$ cat src/rtl/math_pkg.sv
// Constants and state encoding shared by the math datapath blocks
// (adder, serial subtractor, calculator FSM).
package math_pkg;

  localparam int unsigned MATH_WIDTH = 8;

  typedef enum logic [1:0] {
    S_IDLE = 2'd0,
    S_RUN  = 2'd1,
    S_DONE = 2'd2
  } state_e;

endpackage

$ cat src/rtl/math_subtractor_serial_if.sv
// Start/busy/done handshake and operand/result bus for the serial subtractor.
interface math_subtractor_serial_if
  import math_pkg::*;
#(
  parameter int unsigned WIDTH = MATH_WIDTH
);

  logic             start;
  logic [WIDTH-1:0] a;
  logic [WIDTH-1:0] b;
  logic             bin;
  logic             busy;
  logic             done;
  logic [WIDTH:0]   diff;

  modport master (
    output start, a, b, bin,
    input  busy, done, diff
  );

  modport slave (
    input  start, a, b, bin,
    output busy, done, diff
  );

endinterface

$ cat src/rtl/math_subtractor_fullSubtractor.sv
// Combinational 1-bit full subtractor: diff = a - b - bin, bout = borrow out.
module math_subtractor_fullSubtractor (
  input  logic a,
  input  logic b,
  input  logic bin,
  output logic diff,
  output logic bout
);

  assign diff = a ^ b ^ bin;
  assign bout = (~a & b) | (~(a ^ b) & bin);

endmodule

$ cat src/rtl/math_subtractor_serial.sv
// Bit-serial subtractor: a - b - bin computed LSB first, one bit per clock,
// through a single full-subtractor cell and a borrow flop.
module math_subtractor_serial
  import math_pkg::*;
#(
  parameter int unsigned WIDTH = MATH_WIDTH
) (
  input  logic                     clk,
  input  logic                     rst,
  math_subtractor_serial_if.slave  bus
);

  localparam int unsigned CNT_W = $clog2(WIDTH) + 1;

  state_e             state;
  state_e             state_n;
  logic               load;
  logic               step;
  logic               last;

  logic [WIDTH-1:0]   a_sh;
  logic [WIDTH-1:0]   b_sh;
  logic [WIDTH-1:0]   res;
  logic               borrow;
  logic [CNT_W-1:0]   cnt;

  logic               cell_d;
  logic               cell_bout;

  logic               busy_q;
  logic               done_q;
  logic [WIDTH:0]     diff_q;

  math_subtractor_fullSubtractor u_cell (
    .a    (a_sh[0]),
    .b    (b_sh[0]),
    .bin  (borrow),
    .diff (cell_d),
    .bout (cell_bout)
  );

  always_ff @(posedge clk) begin
    if (rst) begin
      state <= S_IDLE;
    end else begin
      state <= state_n;
    end
  end

  always_comb begin
    state_n = state;
    load    = 1'b0;
    step    = 1'b0;
    last    = 1'b0;
    case (state)
      S_IDLE: begin
        if (bus.start) begin
          load    = 1'b1;
          state_n = S_RUN;
        end
      end
      S_RUN: begin
        step = 1'b1;
        if (cnt == CNT_W'(WIDTH - 1)) begin
          last    = 1'b1;
          state_n = S_DONE;
        end
      end
      S_DONE: begin
        state_n = S_IDLE;
      end
      default: begin
        state_n = S_IDLE;
      end
    endcase
  end

  // Final bit is folded straight into diff so the result lands with done.
  always_ff @(posedge clk) begin
    if (rst) begin
      a_sh   <= '0;
      b_sh   <= '0;
      res    <= '0;
      borrow <= 1'b0;
      cnt    <= '0;
      busy_q <= 1'b0;
      done_q <= 1'b0;
      diff_q <= '0;
    end else begin
      busy_q <= (state_n == S_RUN);
      done_q <= (state_n == S_DONE);
      if (load) begin
        a_sh   <= bus.a;
        b_sh   <= bus.b;
        borrow <= bus.bin;
        res    <= '0;
        cnt    <= '0;
      end
      if (step) begin
        a_sh   <= {1'b0, a_sh[WIDTH-1:1]};
        b_sh   <= {1'b0, b_sh[WIDTH-1:1]};
        res    <= {cell_d, res[WIDTH-1:1]};
        borrow <= cell_bout;
        cnt    <= cnt + CNT_W'(1);
      end
      if (last) begin
        diff_q <= {cell_bout, cell_d, res[WIDTH-1:1]};
      end
    end
  end

  assign bus.busy = busy_q;
  assign bus.done = done_q;
  assign bus.diff = diff_q;

endmodule
$ cat src/flat_wrapper.sv
// flat-port wrapper written by rule: the top's interface ports become plain ports
module math_subtractor_serial_flat import math_pkg::*;
#(
  parameter int unsigned WIDTH = MATH_WIDTH
)
  (clk, rst, bus_start, bus_a, bus_b, bus_bin, bus_busy, bus_done, bus_diff);
  math_subtractor_serial_if #(.WIDTH(WIDTH)) bus_i ();
  input  logic clk;
  input  logic rst;
  input wire logic [$bits(bus_i.start)-1:0] bus_start;
  input wire logic [$bits(bus_i.a)-1:0] bus_a;
  input wire logic [$bits(bus_i.b)-1:0] bus_b;
  input wire logic [$bits(bus_i.bin)-1:0] bus_bin;
  output wire logic [$bits(bus_i.busy)-1:0] bus_busy;
  output wire logic [$bits(bus_i.done)-1:0] bus_done;
  output wire logic [$bits(bus_i.diff)-1:0] bus_diff;
  assign bus_i.start = bus_start;
  assign bus_i.a = bus_a;
  assign bus_i.b = bus_b;
  assign bus_i.bin = bus_bin;
  assign bus_busy = bus_i.busy;
  assign bus_done = bus_i.done;
  assign bus_diff = bus_i.diff;
  math_subtractor_serial #(.WIDTH(WIDTH)) u_core (.clk(clk), .rst(rst), .bus(bus_i));
endmodule
$ cat config.mk
export PLATFORM = sky130hd
export DESIGN_NAME = math_subtractor_serial_flat
export DESIGN_NICKNAME = d
export VERILOG_FILES = /design/src/rtl/math_pkg.sv /design/src/rtl/math_subtractor_serial_if.sv /design/src/rtl/math_subtractor_fullSubtractor.sv /design/src/rtl/math_subtractor_serial.sv /design/src/flat_wrapper.sv
export SDC_FILE = /design/constraint.sdc
export NUM_CORES = 1
export LEC_CHECK = 0
export BUFFER_PORTS_ARGS = -buffer_cell sky130_fd_sc_hd__buf_2
export CORE_ASPECT_RATIO = 2
export CORE_MARGIN = 2
export CORE_UTILIZATION = 54
export CTS_CLUSTER_DIAMETER = 120
export DETAILED_ROUTE_END_ITERATION = 10
export PLACE_DENSITY = 0.77
export SYNTH_ARGS = -nofsm -noshare
export SYNTH_HDL_FRONTEND = slang
export SYNTH_SLANG_ARGS = --single-unit
$ cat constraint.sdc
create_clock -name clk -period 1.4 [get_ports clk]
set_input_delay 0.21 -clock clk [delete_from_list [all_inputs] [get_ports clk]]
set_output_delay 0.21 -clock clk [all_outputs]
set_load 0.01 [all_outputs]
=== After elaboration in Yosys (flattened, before gate mapping) ===
Cells that the tools add are included.

* Add/subtract/negate cells: 1
* Equality and inequality tests: 4
* Muxes and demuxes: 18
* Bitwise operators: 7
* Reduce and logical (&&, ||, !) cells: 3

{| class="wikitable"
|+ Operators by type and width
! cell !! number
|-
| two-way mux 7 bit || 4
|-
| two-way mux 8 bit || 2
|-
| two-way mux 4 bit || 2
|-
| two-way mux 1 bit || 7
|-
| adder 4 x 1 -> 4 bit (second input constant) || 1
|-
| == test 2 x 1 -> 1 bit (second input constant) || 2
|-
| == test 4 x 3 -> 1 bit (second input constant) || 1
|-
| two-way mux 2 bit || 2
|-
| one-hot mux 2 bit (2 select lines) || 1
|-
| bitwise AND 1 bit || 2
|-
| == test 2 bit (second input constant) || 1
|-
| zero test 2 bit || 1
|-
| inverter 1 bit || 2
|-
| nonzero test 2 bit || 1
|-
| OR reduction 2 bit || 1
|-
| bitwise XOR 1 bit || 2
|-
| OR 1 bit || 1
|}

* Register bits after elaboration: 42
* Bits of input ports: 20
* Output and inout port bits: 11
* Logic and storage cells: 44

=== Longest topological paths before layout ===
Gate-level depths: netlist of the first run.

* Depth after elaboration: 5
* Gate-level depth with buffers: 6
* Depth with buffers taken out: 5

=== Cells and area by module ===
From an unflattened synthesis of the first run, not the netlist that was laid out.

* Cells, all modules: 190
* Area total of the unflattened synthesis: 1732.9 um2

{| class="wikitable"
|+ By module, submodules not included
! module !! times used !! cells an instance !! area each (um2) !! sequential area each (um2)
|-
| math_subtractor_serial || 1 || 186 || 1701.6 || 820.8
|-
| math_subtractor_fullSubtractor || 1 || 4 || 31.3 || 0.0
|}

=== Worst setup path before layout of the first run ===
No wires, ideal clock.

* Path type: flip-flop to flip-flop
* Start: reg u_core.state[0]
* End: reg u_core.diff_q[8] (netlist: u_core.bus.diff[8])
* Setup time: 0.123 ns
* Arrival: 1.153 ns
* Required time: 1.277 ns
* Setup slack: 0.124 ns
* Cell stages (with the launch flop): 6
* Path buffers: 2
* Period minus slack after synthesis: 1.276 ns
* Path through: dfxtp_1 -> buf_6 -> nor2b_4 -> buf_6 -> and3_4 -> mux2_1

* Longest elaborated chain between the ends: 2

{| class="wikitable"
|+ Ends and longest elaborated chain
! element !! line !! RTL
|-
| start: declaration || math_subtractor_serial.sv:15 || <nowiki>state_e state;</nowiki>
|-
| start signal: assignment || math_subtractor_serial.sv:46 || <nowiki>state <= state_n;</nowiki>
|-
| == test 2 x 1 -> 1 bit || math_subtractor_serial.sv:55 || <nowiki>case (state)</nowiki>
|-
| two-way mux 1 bit || math_subtractor_serial.sv:55 ||
|-
| end signal: assignment || math_subtractor_serial.sv:107 || <nowiki>diff_q <= {cell_bout, cell_d, res[WIDTH-1:1]};</nowiki>
|-
| end: declaration || math_subtractor_serial.sv:32 || <nowiki>logic [WIDTH:0] diff_q;</nowiki>
|}

No other way between the ends.
A chain may end at the register's enable or synchronous reset.

=== Worst setup path after layout of the first run ===
* Start: reg u_core.state[1]
* End: reg u_core.b_sh[3]

* Longest elaborated chain between the ends: 3
* Elaborated cells on any way between the ends: 6
* Those cells by class: 1 x eq/ne; 3 x mux; 2 x reduce/logical

{| class="wikitable"
|+ Ends and longest elaborated chain
! element !! line !! RTL
|-
| == test 2 x 1 -> 1 bit or zero test 2 bit (tied branches) || math_subtractor_serial.sv:55 ||
|-
| two-way mux 1 bit || math_subtractor_serial.sv:55 ||
|-
| two-way mux 7 bit or nonzero test 2 bit (tied branches) || - ||
|-
| end signal: assignment || math_subtractor_serial.sv:94 || <nowiki>b_sh <= bus.b;</nowiki>
|-
| end signal: assignment || math_subtractor_serial.sv:101 || <nowiki>b_sh <= {1'b0, b_sh[WIDTH-1:1]};</nowiki>
|-
| end: declaration || math_subtractor_serial.sv:22 || <nowiki>logic [WIDTH-1:0] b_sh;</nowiki>
|}

Several ways; a longest one is shown, not always the timed one.

==> results of run 1 <==
==> power groups by stage <==
stage	clock, mW	sequential [mW]	combinational, mW
finish	0.727	1.25	0.265
global route	0.795	1.26	0.296
global placement	0	1.27	0.251
CTS	0.759	1.25	0.262
floorplan	0	1.27	0.204
detailed placement	0	1.28	0.261
==> layout by cell type (no fill, tap or decap) <==
master / instances
dfxtp_1: 40
buf_2: 30
nor2_1: 25
nand2_1: 17
nand2b_1: 17
a21oi_1: 15
a211oi_1: 13
a22oi_1: 10
mux2i_1: 8
buf_4: 6
clkbuf_8: 5
inv_1: 2
nor2b_1: 2
and2b_1: 2
a311oi_1: 2
nand3_1: 2
clkinv_2: 2
o21ba_4: 1
nor2b_4: 1
a311oi_2: 1
o21bai_4: 1
a221oi_1: 1
or3b_2: 1
and3_4: 1
mux2_1: 1
o211a_1: 1
nor3_1: 1
a211oi_2: 1
or3_1: 1
a31oi_1: 1
nor3b_1: 1
fa_1: 1
ha_2: 1
clkbuf_1: 1
o21bai_2: 1
buf_12: 1
dfxtp_2: 1
==> worst reg2reg max path, stage by stage (launching register included) <==
cell and delay [ns]:
dfxtp_1 0.50, nand2b_1 0.26, buf_12 0.16, nand2_1 0.07, a311oi_2 0.24
==> layer usage <==
| metal | part of all wire | wire length, um | up-vias |
|---|---|---|---|
| met3 | 0.041 | 138 | 9 |
| met2 | 0.55 | 1833 | 32 |
| li1 | - | - | 705 |
| met4 | 0.023 | 78 | 0 |
| met5 | 0 | 0 | - |
| met1 | 0.38 | 1282 | 646 |
==> through the flow <==
step	setup WS, ns	instance area [um^2]	hold slack (ns)	total power [mW]
2_1_floorplan	0.1236	1769	0.3510	1.471
3_3_place_gp	0.1087	1907	0.4534	1.525
3_5_place_dp	0.06114	1907	0.4572	1.538
4_1_cts	0.04093	1989	0.1482	2.270
5_1_grt	0.01158	2011	0.1647	2.349
6_report	0.09318	2011	0.1567	2.244
==> final cells by class <==
class	count	area, um^2	share of cell area
Tap cell	31	38.79	0.01929
Timing Repair Buffer	37	215.2	0.1070
Sequential cell	41	822.0	0.4088
Clock buffer	6	72.57	0.03609
Inverter	2	7.507	0.003734
Clock inverter	2	10.01	0.004978
Multi-Input combinational cell	130	844.6	0.4200
==> sequential cells by signal, indices dropped and copies added (netlist names) <==
register,flops
u_core.b_sh,8
u_core.bus.done,1
u_core.a_sh,8
u_core.bus.busy,1
u_core.bus.diff,9
u_core.res,7
u_core.state,2
u_core.borrow,1
u_core.cnt,4
==> worst max-delay path by stage <==
stage          cells past startpoint                        from                              end  slack [ns]
4_1_cts                            3  u_core.state[0]$_SDFF_PP0_      u_core.a_sh[2]$_SDFFE_PP0P_        0.04
2_1_floorplan                      5  u_core.state[0]$_SDFF_PP0_  u_core.bus.diff[8]$_SDFFE_PP0P_        0.12
6_report                           4  u_core.state[1]$_SDFF_PP0_      u_core.b_sh[3]$_SDFFE_PP0P_        0.09
3_5_place_dp                       3  u_core.state[0]$_SDFF_PP0_      u_core.b_sh[0]$_SDFFE_PP0P_        0.06
3_3_place_gp                       4  u_core.cnt[0]$_SDFFE_PP0P_  u_core.bus.diff[5]$_SDFFE_PP0P_        0.11
5_1_grt                            4  u_core.cnt[0]$_SDFFE_PP0P_  u_core.bus.diff[7]$_SDFFE_PP0P_        0.01
==> kinds of logic (layout without fill, tap and decap cells) <==
family	count (synthesis)	count (layout)	share of synthesized area
AO/OA/AOI/OAI	47	48	0.1959
adder cells (fa/ha/maj)	2	2	0.01839
buffers and inverters	18	47	0.07001
flip-flops	41	41	0.4639
multiplexers	9	9	0.05163
AND/OR/NAND/NOR	71	71	0.2001
==> repair_timing <==
item	CTS	global route
hold endpoints to repair	0	0
resized for setup	0	3
setup endpoints to repair	0	24
==> results_dict.tcl, run 1 <==
set metrics [dict create \
    outcome "finished clean" \
    hold_path_end "u_core.a_sh[4]$_SDFFE_PP0P_" \
    seqPwrFrac 0.558 \
    fin_cells 249 \
    finalSetupViolations 0 \
    slew_headroom 0.6248 \
    finalCriticalPeriod_ns 1.307 \
    timing.rr.start "u_core.state[1]$_SDFF_PP0_" \
    cts_buffers 5 \
    ff2ff_setup_slack_ns 0.09 \
    cp_max_fo 14 \
    start_util 0.5604 \
    yosysMostFrequentCell "dfxtp_1" \
    path_class "reg2reg" \
    cts_buffer_depth 2 \
    finalHoldViolCount 0 \
    avgRoutedWirePerCell_um 13.38 \
    cts.sinks 41 \
    grt_pass1_wl_mm 5.568 \
    synth_cells 188 \
    p_sw_uw 561.2 \
    rr_endpoint "u_core.b_sh[3]$_SDFFE_PP0P_" \
    ys_warn_count 0 \
    endpoint_kind "flop" \
    worstPathBufferInverterCount 1 \
    maxCapViolCount 0 \
    core_region_area_um2 3157 \
    clkTransAtPathRegs_ns 0.07 \
    antenna_left 0 \
    hp-class "in2reg" \
    overflow 0 \
    cp_slowest_cell "dfxtp_1" \
    pin_count 31 \
    leakage_nw 0.8417 \
    r2r_cells 4 \
    fillCellCount 286 \
    cpPeakStageDelay_ns 0.50 \
    drc 0 \
    hpwl_mm 2.366 \
    p_comb_frac 0.118 \
    die_h_um 84.95 \
    holdPathStages 3 \
    hp-start "bus_a[4]" \
    io_buffers 30 \
    powerDensity_nw_per_um2 1116 \
    drt_iter0_drc 20 \
    routed_wl_mm 3.332 \
    path_delay_family "flip-flops" \
    fmax_mhz 765.2 \
    yosys.area.top_type "dfxtp_1" \
    fin_skew_ns 0.005044 \
    fin_crit_sh 0.9334 \
    firstDrtPassIters 4 \
    syn_area_per_cell_um2 9.411 \
    netlist.area_leader.share 0.4639 \
    clock_power_share 0.324 \
    grtUsageMet1 0.1965 \
    vias_per_cell 5.590 \
    peakVddDrop_mv 1.177 \
    post-place-cells 240 \
    die_w_um 44.48 \
    post_cts_buffers 0 \
    synth-main-ff-cell "dfxtp_1" \
    syn2layout_area_growth_pct 13.65 \
    synthDistinctLibCells 33 \
    synth_edf_count 0 \
    grtUsageMet2 0.3360 \
    tritoncts "yes" \
    rows 29 \
    cp_cell_sequence "nand2b_1 > buf_12 > nand2_1 > a311oi_2" \
    htreeDepth 2 \
    clk_latency_ns 0.29 \
    intPower_mw 1.683 \
    ys_top_cells_by_count "41 x dfxtp_1, 25 x nor2_1, 17 x nand2_1, 17 x nand2b_1, 15 x a21oi_1" \
    met3_usage 0.05745 \
    worst_pin_slew_ns 0.5625 \
    nets 239 \
    diodes 0 \
    post-route-util 0.6369 \
    ys_ff_latch 41 \
    antenna_found_initial 0 \
    swShare 0.2500 \
    routabilityCongestion 0.8326 \
    synth_nets 210 \
    num_vias 1392 \
    grt_setup_unrepaired "false" \
    cts-root-buf "clkbuf_8" \
    yosys-top-cells-area "dfxtp_1 46%, nand2b_1 6.0%, a211oi_1 5.5%" \
    arrival_ns 1.52 \
    drive_above_1_share 0.2477 \
    die-area_um2 3778 \
    startpoint_type "flop" \
    cp.required_ns 1.61 \
    tns_ns 0 \
    grt_pass1_vias 1354 \
    grt-busiest-layer "met2" \
    grtUsageTotal 0.1925 \
    ys_seq_area_frac 0.4639 \
    slew_violations 0 \
    netlist_area_um2 1769 \
    grt_start_max_net_pins 34 \
    postSynth.asyncResetShare 0 \
    cts_hold_buffers 0 \
]
No activity file was read; power rests on OpenSTA's default activity.
==> inputs of run 2 (changes only) <==
--- a/config.mk
+++ b/config.mk
@@ -11,7 +11,8 @@
 export CORE_UTILIZATION = 54
 export CTS_CLUSTER_DIAMETER = 120
 export DETAILED_ROUTE_END_ITERATION = 10
-export PLACE_DENSITY = 0.77
+export PLACE_DENSITY = 0.78
 export SYNTH_ARGS = -nofsm -noshare
 export SYNTH_HDL_FRONTEND = slang
+export SYNTH_HIERARCHICAL = 1
 export SYNTH_SLANG_ARGS = --single-unit
==> run 2 against run 1 <==
- synthesized cell count is 1.1% higher
- via count is 3.4% higher
- combinational power is 5% higher
- core utilization is 4.3 points higher
- worst hold slack worse by 0.0052 ns
- fmax is 4.3% lower
- critical endpoint is now u_core/bus.busy$_SDFF_PP0_
- final cell count is 2.8% higher
- synthesized area is 2.1% lower
- clock power is 53% higher
- non-clock buffer count is 5 higher
==> results_dict.tcl, run 2 <==
set metrics [dict create \
    cp_slowest_cell "dfxtp_1" \
    drive_above_1_share 0.2800 \
    antenna_left 0 \
    grt_pass1_vias 1374 \
    vias_per_cell 5.625 \
    synth_nets 212 \
    cts_hold_buffers 0 \
    fin_crit_sh 0.9758 \
    cts.sinks 41 \
    grt_start_max_net_pins 38 \
    num_vias 1440 \
    cp.required_ns 1.56 \
    fin_cells 256 \
    clock_power_share 0.421 \
    fin_skew_ns 0.004312 \
    startpoint_type "flop" \
    hp-class "in2reg" \
    powerDensity_nw_per_um2 1245 \
    slew_violations 0 \
    multi_input_area_um2 835.8 \
    synth-main-ff-cell "dfxtp_1" \
    arrival_ns 1.53 \
    synthDistinctLibCells 28 \
    ys_warn_count 6 \
    die-area_um2 3705 \
    outcome "finished clean" \
    leakage_nw 0.8888 \
    yosys-top-cells-area "dfxtp_1 47%, nand2b_1 6.9%, a211oi_1 6.1%" \
    firstDrtPassIters 4 \
    syn_area_per_cell_um2 9.121 \
    cp_max_fo 3 \
    p_comb_frac 0.106 \
    ys_ff_latch 41 \
    postSynth.asyncResetShare 0 \
    grtUsageTotal 0.2050 \
    total_power_mw 2.640 \
    clk_latency_ns 0.29 \
    final_common_cell "dfxtp_1" \
    tritoncts "yes" \
    routabilityCongestion 0.7346 \
    yosysMostFrequentCell "dfxtp_1" \
    hpwl_mm 2.319 \
    ys_seq_area_frac 0.4736 \
    drc 0 \
    cts_buffers 5 \
    start_util 0.5553 \
    slew_headroom 0.6109 \
    largest_reg_flops 9 \
    netlist.area_leader.share 0.4736 \
    overflow 0 \
    swShare 0.2229 \
    die_w_um 44.06 \
    worst_pin_slew_ns 0.5821 \
    synth_cells 190 \
    diodes 0 \
    cts_buffer_depth 2 \
    nets 246 \
    seqPwrFrac 0.473 \
    ys_top_cells_by_count "41 x dfxtp_1, 28 x nor2_1, 19 x nand2b_1, 18 x nand2_1, 15 x a21oi_1" \
    avgRoutedWirePerCell_um 13.10 \
    intPower_mw 2.051 \
    cpPeakStageDelay_ns 0.36 \
    clkTransAtPathRegs_ns 0.08 \
    p_sw_uw 588.4 \
    die_h_um 84.11 \
    seqCellArea_um2 823.3 \
    finalSetupViolations 0 \
    peakVddDrop_mv 0.9984 \
    antenna_found_initial 0 \
    fmax_mhz 732.0 \
    core_region_area_um2 3120 \
    path_class "reg2reg" \
    crit_top_cell "buf_4" \
    yosys.area.top_type "dfxtp_1" \
    syn2layout_area_growth_pct 22.38 \
    grt_pass1_wl_mm 5.809 \
    pin_count 31 \
    routed_wl_mm 3.354 \
    finalCriticalPeriod_ns 1.366 \
    cp_cell_sequence "ha_1 > nand4b_1 > buf_4 > buf_4 > nand2_1 > nor2_1" \
    synth_edf_count 0 \
    finalHoldViolCount 0 \
    post-place-cells 246 \
    endpoint_kind "flop" \
    netlist_area_um2 1733 \
    rows 29 \
    maxCapViolCount 0 \
    placed_cell_area_um2 1921 \
    cts-root-buf "clkbuf_8" \
    final_cell_mix "39 x dfxtp_1, 30 x buf_2, 28 x nor2_1" \
    htreeDepth 2 \
    fillCellCount 254 \
    final_area_um2 2121 \
    drt_iter0_drc 47 \
    io_buffers 30 \
]
-- run 2: changes by cell type in the layout (fill, tap and decap cells not counted), moves of 2 or more --
cell       previous run  this run
a211oi_2              1         5
a211oi_1             13        10
buf_4                 6         9
nor2_1               25        28
a311oi_1              2         0
and2b_1               2         0
buf_12                1         3
bufinv_16             0         2
nor2b_1               2         0
nor3_1                1         3
-- run 2: cells by family (layout without fill, tap and decap cells) --
| logic type | after synthesis | count (layout) | share of synthesized area |
|---|---|---|---|
| buf+inv | 18 | 53 | 0.06498 |
| flops | 41 | 41 | 0.4736 |
| simple gates | 75 | 75 | 0.2058 |
| fa+ha+maj | 2 | 2 | 0.01877 |
| compound gates | 45 | 45 | 0.1848 |
| mux | 9 | 9 | 0.05199 |
-- run 2: area by class of cell --
cell class	count	share of cell area
Multi-Input combinational cell	131	0.3941
Sequential cell	41	0.3882
Timing Repair Buffer	42	0.1310
Clock buffer	5	0.03245
Clock inverter	3	0.03068
Tap cell	31	0.01829
Inverter	3	0.005310
-- run 2: routing by layer --
metal  up-vias  global-route usage  part of all wire
li1        714                   -                 -
met1       676              0.2129              0.40
met2        43              0.3690              0.53
met3         7             0.04545             0.050
met4         0             0.09091             0.020
met5         -                   0                 0
-- run 2: final timing paths --
path / startpoint / to / slack [ns] / depth (start not counted)
worst max-delay path: u_core/cnt[1]$_SDFFE_PP0P_ / u_core/bus.busy$_SDFF_PP0_ / 0.03 / 6
worst min register to register: u_core/cnt[0]$_SDFFE_PP0P_ / u_core/cnt[0]$_SDFFE_PP0P_ / 0.46 / 1
worst min-delay path: bus_a[3] / u_core/a_sh[3]$_SDFFE_PP0P_ / 0.15 / 3
worst max register to register: u_core/cnt[1]$_SDFFE_PP0P_ / u_core/bus.busy$_SDFF_PP0_ / 0.03 / 6
-- run 2: through the flow --
step | utilization | TNS (ns) | hold WS [ns] | worst slack, ns
6_report | 0.6796 | 0 | 0.1514 | 0.03389
5_1_grt | 0.6796 | -0.05856 | 0.1543 | -0.01367
4_1_cts | 0.6680 | 0 | 0.1453 | 0.04306
3_5_place_dp | 0.6155 | -2.413 | 0.4592 | -0.1497
3_3_place_gp | 0.6155 | -1.265 | 0.4517 | -0.07426
2_1_floorplan | - | 0 | 0.3510 | 0.1130
-- run 2: power groups by stage --
| stage | clock, mW | sequential, mW | combinational (mW) |
|---|---|---|---|
| final | 1.11 | 1.25 | 0.279 |
| after global routing | 1.18 | 1.25 | 0.311 |
| after CTS | 1.13 | 1.25 | 0.270 |
| after detailed placement | 0 | 1.27 | 0.266 |
| after global placement | 0 | 1.27 | 0.256 |
| after floorplan | 0 | 1.27 | 0.189 |
-- run 2: critical path: cells and delay by family (launching register included) --
family	cells	cell delay [ns]
simple gates	3	0.35
flops	1	0.36
buf+inv	2	0.33
fa+ha+maj	1	0.20
-- run 2: timing repair --
| item | in CTS | in global routing |
|---|---|---|
| resized for setup | 2 | 8 |
| setup endpoints to repair | 34 | 19 |
| pin swaps | 1 | 2 |
| setup buffers | 1 | 1 |
==> inputs of run 3 (changes only) <==
--- a/config.mk
+++ b/config.mk
@@ -12,6 +12,7 @@
 export CTS_CLUSTER_DIAMETER = 120
 export DETAILED_ROUTE_END_ITERATION = 10
 export PLACE_DENSITY = 0.78
+export RECOVER_POWER = 100
 export SYNTH_ARGS = -nofsm -noshare
 export SYNTH_HDL_FRONTEND = slang
 export SYNTH_HIERARCHICAL = 1
==> constraint.sdc (replaced) <==
create_clock -name clk -period 1.4 [get_ports clk]
set_input_delay 0.21 -clock clk [delete_from_list [all_inputs] [get_ports clk]]
set_output_delay 0.21 -clock clk [all_outputs]
set_load 0.05 [all_outputs]
==> run 3 against run 2 <==
- fmax down 0.28%
- non-clock buffer count unchanged
- worst hold slack about the same
- register-to-register slack about the same
- sequential share of layout area up 0.32 points
- via count down 0.21%
- clock-buffer cell count unchanged
- sequential power about the same
- power about the same
==> results_dict.tcl, run 3 (synthesis gave the netlist of run 2 again) <==
set metrics [dict create \
    drive_above_1_share 0.2711 \
    cts_hold_buffers 0 \
    routed_wl_mm 3.343 \
    rows 29 \
    fin_cells 256 \
    final_cell_mix "39 x dfxtp_1, 28 x nor2_1, 19 x buf_2" \
    intPower_mw 2.046 \
    grtUsageTotal 0.2050 \
    placed_cell_area_um2 1921 \
    holdPathStages 3 \
    hp-start "bus_a[3]" \
    die-area_um2 3705 \
    io_buffers 30 \
    syn2layout_area_growth_pct 21.37 \
    cp_max_fo 3 \
    post-place-cells 246 \
    p_sw_uw 594.2 \
    fillCellCount 255 \
    slew_headroom 0.6068 \
    drc 0 \
    hpwl_mm 2.319 \
    fin_crit_sh 0.9785 \
    cp.required_ns 1.56 \
    grt_pass1_vias 1374 \
    overflow 0 \
    vias_per_cell 5.613 \
    fin_skew_ns 0.004376 \
    rr_endpoint "u_core/bus.busy$_SDFF_PP0_" \
    num_vias 1437 \
    powerDensity_nw_per_um2 1255 \
    slew_violations 0 \
    final_common_cell "dfxtp_1" \
    hold_path_end "u_core/a_sh[3]$_SDFFE_PP0P_" \
    seqPwrFrac 0.473 \
    die_w_um 44.06 \
    endpoint_kind "flop" \
    grt_pass1_wl_mm 5.809 \
    nets 246 \
    finalCriticalPeriod_ns 1.370 \
    core_region_area_um2 3120 \
    avgRoutedWirePerCell_um 13.06 \
    antenna_found_initial 0 \
    p_comb_frac 0.105 \
    cts-root-buf "clkbuf_8" \
    die_h_um 84.11 \
    ff2ff_setup_slack_ns 0.03 \
    peakVddDrop_mv 1.000 \
    firstDrtPassIters 4 \
    maxCapViolCount 0 \
    path_class "reg2reg" \
    tritoncts "yes" \
    fmax_mhz 730.0 \
    routabilityCongestion 0.7346 \
    swShare 0.2251 \
    clk_latency_ns 0.29 \
    drt_iter0_drc 42 \
    largest_reg_flops 9 \
    arrival_ns 1.53 \
    cts_buffers 5 \
    hp-class "in2reg" \
    start_util 0.5553 \
    htreeDepth 2 \
    pin_count 31 \
    clkTransAtPathRegs_ns 0.08 \
    cts_buffer_depth 2 \
    grt_start_max_net_pins 38 \
    leakage_nw 0.8661 \
    finalHoldViolCount 0 \
    final_area_um2 2103 \
    timing.rr.start "u_core/cnt[1]$_SDFFE_PP0P_" \
    r2r_cells 6 \
    outcome "finished clean" \
    worst_pin_slew_ns 0.5923 \
    clock_power_share 0.422 \
    startpoint_type "flop" \
    antenna_left 0 \
    worst_hold_slack_ns 0.1514 \
    cts.sinks 41 \
    finalSetupViolations 0 \
    diodes 0 \
]
run 3: cell types whose count changed in the layout (fill, tap and decap cells not counted), sizes merged:
cell	delta
buf	-13
clkbuf	+13
run 3: timing repair:
action                                 CTS  global route
gates resized for setup                  2             8
endpoints found under the hold margin    0             0
setup endpoints to repair               34            19
setup buffers                            1             1
pin swaps                                1             2
run 3: layout make-up:
cell class,count,area (um^2),area share
Inverter,3,11.26,0.005354
Tap cell,31,38.79,0.01844
Clock inverter,3,65.06,0.03093
Multi-Input combinational cell,131,835.8,0.3974
Timing Repair Buffer,42,260.3,0.1237
Sequential cell,41,823.3,0.3914
Clock buffer,5,68.82,0.03272
run 3: power groups by stage:
stage / Sequential [mW] / Combinational (mW) / Clock [mW]
6_report: 1.25 / 0.278 / 1.11
5_1_grt: 1.25 / 0.311 / 1.18
4_1_cts: 1.25 / 0.276 / 1.13
3_5_place_dp: 1.27 / 0.272 / 0
3_3_place_gp: 1.27 / 0.262 / 0
2_1_floorplan: 1.27 / 0.189 / 0
run 3: per-stage QoR:
stage               total power, mW  TNS (ns)  worst slack [ns]  utilization
finish                        2.640         0           0.03010       0.6740
global route                  2.744  -0.06183          -0.01367       0.6740
CTS                           2.654         0           0.04306       0.6680
detailed placement            1.547    -2.413           -0.1497       0.6155
global placement              1.533    -1.265          -0.07426       0.6155
floorplan                     1.464         0            0.1130            -
run 3: metal layers:
layer | up-vias | GRT usage | share of wire
li1 | 714 | - | -
met1 | 679 | 0.2129 | 0.40
met2 | 37 | 0.3690 | 0.54
met3 | 7 | 0.04545 | 0.043
met4 | 0 | 0.09091 | 0.020
met5 | - | 0 | 0
run 3: worst max path at each step:
stage                               startpoint                         endpoint  slack, ns
floorplan           u_core/cnt[0]$_SDFFE_PP0P_  u_core/bus.diff[0]$_SDFFE_PP0P_       0.11
global placement                     bus_start      u_core/b_sh[4]$_SDFFE_PP0P_      -0.07
detailed placement                   bus_start      u_core/a_sh[4]$_SDFFE_PP0P_      -0.15
CTS                 u_core/cnt[0]$_SDFFE_PP0P_  u_core/bus.diff[3]$_SDFFE_PP0P_       0.04
global route        u_core/cnt[1]$_SDFFE_PP0P_  u_core/bus.diff[6]$_SDFFE_PP0P_      -0.01
finish              u_core/cnt[1]$_SDFFE_PP0P_       u_core/bus.busy$_SDFF_PP0_       0.03
run 3: critical path, cell delays in order, from the launching register on:
cell and delay (ns):
dfxtp_1 0.36, ha_1 0.20, nand4b_1 0.21, buf_4 0.20, buf_4 0.13, nand2_1 0.08, nor2_1 0.06
